`config.mk`:
```
export PLATFORM = sky130hd
export DESIGN_NAME = alu_issue_arbiter
export DESIGN_NICKNAME = d
export VERILOG_FILES = /design/src/rtl/alu_issue_arbiter.sv
export SDC_FILE = /design/constraint.sdc
export NUM_CORES = 1
export LEC_CHECK = 0
export CORE_MARGIN = 4
export CORE_UTILIZATION = 30
export CTS_BUF_LIST = sky130_fd_sc_hd__clkbuf_8
export CTS_CLUSTER_SIZE = 40
export DETAILED_ROUTE_END_ITERATION = 6
export DONT_BUFFER_PORTS = 1
export PLACE_DENSITY = 0.52
export RECOVER_POWER = 50
export SYNTH_ARGS = -nofsm -noshare
export SYNTH_HDL_FRONTEND = slang
export SYNTH_SLANG_ARGS = --single-unit
```
`constraint.sdc`:
```
create_clock -name clk -period 8.88 [get_ports clk]
set_input_delay 0.888 -clock clk [delete_from_list [all_inputs] [get_ports clk]]
set_output_delay 0.888 -clock clk [all_outputs]
set_load 0.02 [all_outputs]
```
`src/rtl/alu_issue_arbiter.sv`:
```
// Round-robin arbiter sharing one combinational ALU between the integer pipe (0) and the
// address/branch-compare unit (1), with a registered issue stage and per-requester result slots.
module alu_issue_arbiter #(
  parameter int unsigned XLEN   = 32,
  parameter int unsigned CTRL_W = 3
) (
  input  logic              clk,
  input  logic              rst,
  input  logic              req0_valid,
  output logic              req0_ready,
  input  logic [CTRL_W-1:0] req0_ctrl,
  input  logic [XLEN-1:0]   req0_a,
  input  logic [XLEN-1:0]   req0_b,
  input  logic              req1_valid,
  output logic              req1_ready,
  input  logic [CTRL_W-1:0] req1_ctrl,
  input  logic [XLEN-1:0]   req1_a,
  input  logic [XLEN-1:0]   req1_b,
  output logic              rsp0_valid,
  input  logic              rsp0_ready,
  output logic [XLEN-1:0]   rsp0_data,
  output logic              rsp1_valid,
  input  logic              rsp1_ready,
  output logic [XLEN-1:0]   rsp1_data,
  output logic              alu_issue_valid,
  output logic [CTRL_W-1:0] alu_ctrl,
  output logic [XLEN-1:0]   alu_a,
  output logic [XLEN-1:0]   alu_b,
  input  logic [XLEN-1:0]   alu_result,
  output logic              busy
);

  localparam logic [CTRL_W-1:0] CtrlUnused = '1;

  logic              iss_valid_q, iss_valid_d;
  logic              iss_tag_q, iss_tag_d;
  logic              last_q, last_d;
  logic [CTRL_W-1:0] ctrl_q, ctrl_d;
  logic [XLEN-1:0]   a_q, a_d, b_q, b_d;
  logic              rsp0_valid_q, rsp0_valid_d, rsp1_valid_q, rsp1_valid_d;
  logic [XLEN-1:0]   rsp0_data_q, rsp0_data_d, rsp1_data_q, rsp1_data_d;

  logic elig0, elig1, cont0, cont1, acc0, acc1, cap0, cap1;
  logic [XLEN-1:0] cap_data;

  // A requester is eligible only if it has nothing in the issue stage and its slot can take a result.
  assign elig0 = !(iss_valid_q && !iss_tag_q) && (!rsp0_valid_q || rsp0_ready);
  assign elig1 = !(iss_valid_q && iss_tag_q) && (!rsp1_valid_q || rsp1_ready);
  assign cont0 = req0_valid && elig0;
  assign cont1 = req1_valid && elig1;

  // Ready is withheld only when the other side contends and holds priority, so it never
  // depends on the requester's own valid.
  assign req0_ready = elig0 && !(cont1 && !last_q);
  assign req1_ready = elig1 && !(cont0 && last_q);
  assign acc0 = req0_valid && req0_ready;
  assign acc1 = req1_valid && req1_ready;

  assign cap0     = iss_valid_q && !iss_tag_q;
  assign cap1     = iss_valid_q && iss_tag_q;
  assign cap_data = (ctrl_q == CtrlUnused) ? '0 : alu_result;

  always_comb begin
    iss_valid_d  = acc0 || acc1;
    iss_tag_d    = iss_tag_q;
    last_d       = last_q;
    ctrl_d       = ctrl_q;
    a_d          = a_q;
    b_d          = b_q;
    rsp0_valid_d = rsp0_valid_q && !rsp0_ready;
    rsp0_data_d  = rsp0_data_q;
    rsp1_valid_d = rsp1_valid_q && !rsp1_ready;
    rsp1_data_d  = rsp1_data_q;
    if (acc0) begin
      ctrl_d    = req0_ctrl;
      a_d       = req0_a;
      b_d       = req0_b;
      iss_tag_d = 1'b0;
      last_d    = 1'b0;
    end else if (acc1) begin
      ctrl_d    = req1_ctrl;
      a_d       = req1_a;
      b_d       = req1_b;
      iss_tag_d = 1'b1;
      last_d    = 1'b1;
    end
    if (cap0) begin
      rsp0_valid_d = 1'b1;
      rsp0_data_d  = cap_data;
    end
    if (cap1) begin
      rsp1_valid_d = 1'b1;
      rsp1_data_d  = cap_data;
    end
  end

  always_ff @(posedge clk or posedge rst) begin
    if (rst) begin
      iss_valid_q  <= 1'b0;
      iss_tag_q    <= 1'b0;
      last_q       <= 1'b1;
      ctrl_q       <= '0;
      a_q          <= '0;
      b_q          <= '0;
      rsp0_valid_q <= 1'b0;
      rsp0_data_q  <= '0;
      rsp1_valid_q <= 1'b0;
      rsp1_data_q  <= '0;
    end else begin
      iss_valid_q  <= iss_valid_d;
      iss_tag_q    <= iss_tag_d;
      last_q       <= last_d;
      ctrl_q       <= ctrl_d;
      a_q          <= a_d;
      b_q          <= b_d;
      rsp0_valid_q <= rsp0_valid_d;
      rsp0_data_q  <= rsp0_data_d;
      rsp1_valid_q <= rsp1_valid_d;
      rsp1_data_q  <= rsp1_data_d;
    end
  end

  assign alu_issue_valid = iss_valid_q;
  assign alu_ctrl        = ctrl_q;
  assign alu_a           = a_q;
  assign alu_b           = b_q;
  assign rsp0_valid      = rsp0_valid_q;
  assign rsp0_data       = rsp0_data_q;
  assign rsp1_valid      = rsp1_valid_q;
  assign rsp1_data       = rsp1_data_q;
  assign busy            = iss_valid_q || rsp0_valid_q || rsp1_valid_q;

endmodule
```
==> impl_metrics.env <==
export IMPL_outcome="complete, but fails checks"
export IMPL_violations="capacitance limit, slew limit"
export IMPL_ios=309
export IMPL_finalCritPeriodShare_pct=52.7
export IMPL_core_um2=18600
export IMPL_cts_clk_slew_worst_paths_ns=0.07
export IMPL_p_int_mw=1.57
export IMPL_grt_ovfl_total=0
export IMPL_fin_total_pwr_mw=2.83
export IMPL_switching_share_pct=44.5
export IMPL_drc=0
export IMPL_rows=50
export IMPL_first_pass_iters=4
export IMPL_whs_endpoint="last_q$_DFFE_PP1P_"
export IMPL_clock_skew_ns=0.0139
export IMPL_grt_usage_pct=14.7
export IMPL_power_share_combinational_pct=24.5
export IMPL_holdPathStages=2
export IMPL_crit_required_ns=7.99
export IMPL_multi_input_area_um2=2060
export IMPL_crit_fanout=65
export IMPL_grt_max_degree=74
export IMPL_yosysUniqueCellTypes=23
export IMPL_tightestPinTransition_ns=2.83
export IMPL_antenna_left=0
export IMPL_relSlewSlack_pct=-90.0
export IMPL_r2r_setup_slack_ns=4.73
export IMPL_syn_area_per_cell_um2=11.4
export IMPL_cts_buffers=17
export IMPL_hold_path_class="register to register"
export IMPL_seq_area_frac_synth_pct=59.9
export IMPL_die_w_um=146
export IMPL_clk_latency_ns=0.44
export IMPL_cts_tree="yes"
export IMPL_crit_path_start_kind="register"
export IMPL_rsz0062_at_grt="false"
export IMPL_vdd_ir_drop_max_mv=0.143
export IMPL_p_leak_nw=2.54
export IMPL_synthCells=497
export IMPL_hold_buffers=0
export IMPL_netlist_area_um2=5680
export IMPL_yosys_warnings=0
export IMPL_setup_viol=0
export IMPL_reg2regPathDepth=6
export IMPL_synth_seq_cells=136
export IMPL_port_buffers=0
export IMPL_drive_above_1_share_pct=8.37
export IMPL_cts_buffer_depth=2
export IMPL_r2r_start="alu_issue_valid$_DFF_PP0_"
export IMPL_finalHoldViolations=0
export IMPL_start_util_pct=30.5
export IMPL_vias=3947
export IMPL_numClockSinks=136
export IMPL_grt_pass1_wl_um=24600
export IMPL_r2r_end="alu_b[5]$_DFFE_PP0P_"
export IMPL_gp_congestion=0.791
export IMPL_htree_levels=4
export IMPL_grt_pass1_vias=4222
export IMPL_power_frac_clock_pct=22.2
export IMPL_wl_um=15700
export IMPL_ff_latch_area_um2=3400
export IMPL_crit_path_end_kind="primary output"
export IMPL_fillers=1871
export IMPL_arrival_ns=3.79
export IMPL_die_height_um=146
export IMPL_path_class="register to primary output"
export IMPL_cts_resized=0
export IMPL_post_drt_wl_per_cell_um=21.7
export IMPL_die_area_um2=21200
export IMPL_finalMaxSlewViolations=198
export IMPL_max_cap_violations=3
export IMPL_cts_setup_buffers=0
export IMPL_p_sw_mw=1.26
export IMPL_nets=649
export IMPL_p_per_area_nw_per_um2=449
export IMPL_antenna_found_initial=1
export IMPL_drt_iter0_drc=195
export IMPL_root_buffer="clkbuf_8"
export IMPL_setup_tns_ns=0
export IMPL_hpwlAfterDp_um=11100
export IMPL_max_freq_mhz=214
export IMPL_syn_to_final_growth_pct=11.1
export IMPL_seqPwrFrac_pct=53.3
export IMPL_final_min_clock_period_ns=4.68
export IMPL_viasPerCell=5.44
export IMPL_synth_fp_nets=669
export IMPL_hp_start="last_q$_DFFE_PP1P_"
==> logic make-up (layout without fill, tap and decap cells) <==
logic type,count (synthesis),in the layout,share of synthesized area [%]
flops,136,136,59.9
simple gates,175,175,16.5
compound gates,137,137,19.6
buf+inv,49,42,3.96
other cells,0,1,0
==> critical path, cell delays in order, from the launching register on <==
cell and delay, ns:
dfrtp_1 0.49, nand2_1 0.13, clkbuf_1 1.75, and2_0 0.49, inv_1 0.10, a21oi_1 0.40
==> cell usage in the layout (no fill, tap or decap), drive strengths merged <==
cell / synthesis / final
nand4: 1 / 1
o221a: 67 / 67
and3: 1 / 1
nand3b: 67 / 67
inv: 3 / 5
dfstp: 1 / 1
bufinv: 0 / 6
clkinv: 0 / 2
or3: 1 / 1
dfrtp: 135 / 135
nor2b: 1 / 1
clkbuf: 32 / 21
a21o: 1 / 1
nand3: 1 / 1
nand2b: 3 / 3
buf: 14 / 6
nand2: 99 / 99
o21ai: 66 / 66
a21oi: 2 / 2
and2: 1 / 1
o211ai: 1 / 1
clkinvlp: 0 / 2
diode: 0 / 1
==> synth_stat cells <==
| master | instances | area, um2 |
|---|---|---|
| buf_2 | 9 | 45.0 |
| nand2_1 | 99 | 372 |
| nand2b_1 | 2 | 12.5 |
| nand3_1 | 1 | 5.00 |
| o21ai_1 | 2 | 10.0 |
| buf_6 | 4 | 45.0 |
| buf_1 | 1 | 3.75 |
| dfrtp_1 | 135 | 3380 |
| clkbuf_1 | 32 | 120 |
| inv_1 | 3 | 11.3 |
| and2_1 | 1 | 6.26 |
| o211ai_2 | 1 | 12.5 |
| a21oi_1 | 2 | 10.0 |
| and3_1 | 1 | 6.26 |
| nor2b_1 | 1 | 6.26 |
| dfstp_2 | 1 | 26.3 |
| nand3b_1 | 67 | 503 |
| nand4_1 | 1 | 6.26 |
| o221a_1 | 67 | 754 |
| a21o_1 | 1 | 7.51 |
| o21ai_0 | 64 | 320 |
| or3_1 | 1 | 6.26 |
| nand2b_4 | 1 | 13.8 |
==> sequential cells by signal (all words and copies together) (netlist names) <==
name / flops
alu_a: 32
iss_tag_q: 1
alu_b: 32
rsp0_data: 32
alu_issue_valid: 1
rsp0_valid: 1
alu_ctrl: 3
last_q: 1
rsp1_data: 32
rsp1_valid: 1
==> per-stage QoR <==
stage | instances | setup WS [ns] | cell area [um2] | hold slack [ns] | util (%)
3_5_place_dp | 692 | 5.72 | 5830 | 0.509 | 31.3
3_3_place_gp | 692 | 5.77 | 5830 | 0.518 | 31.3
2_1_floorplan | 497 | 4.35 | 5680 | 0.478 | -
5_1_grt | 725 | 3.79 | 6310 | 0.529 | 33.9
4_1_cts | 724 | 5.24 | 6330 | 0.377 | 33.9
6_report | 725 | 4.20 | 6310 | 0.527 | 33.9
==> final cells by class <==
| cell class | count | area share, % |
|---|---|---|
| timing repair buffer | 7 | 0.773 |
| clock buffer | 20 | 4.36 |
| multi-input combinational | 312 | 32.6 |
| clock inverter | 12 | 3.51 |
| antenna | 1 | 0.0396 |
| tap | 234 | 4.64 |
| inverter | 3 | 0.198 |
| sequential | 136 | 53.9 |
==> worst max path at each step <==
stage | endpoint | from | slack (ns)
finish | req1_ready | alu_issue_valid$_DFF_PP0_ | 4.20
global route | req1_ready | alu_issue_valid$_DFF_PP0_ | 3.79
CTS | req1_ready | alu_issue_valid$_DFF_PP0_ | 5.24
detailed placement | alu_a[19]$_DFFE_PP0P_ | alu_issue_valid$_DFF_PP0_ | 5.72
global placement | req1_ready | alu_issue_valid$_DFF_PP0_ | 5.77
floorplan | alu_a[0]$_DFFE_PP0P_ | rst | 4.35
==> power groups by stage <==
stage	sequential [mW]	clock [mW]	combinational, mW
floorplan	1.43	0	0.596
global placement	1.53	0	0.681
detailed placement	1.53	0	0.719
CTS	1.52	0.649	0.711
global route	1.55	0.676	0.796
finish	1.51	0.629	0.694
==> layer usage <==
metal  wire length [um]  vias up  global-route usage (%)
met5                  0        -                       0
met3               1740       20                    7.57
met1               5900     1926                    16.2
met4                337        0                    5.08
li1                   -     1775                       -
met2               7760      226                    24.4
No activity file was read; power rests on OpenSTA's default activity.
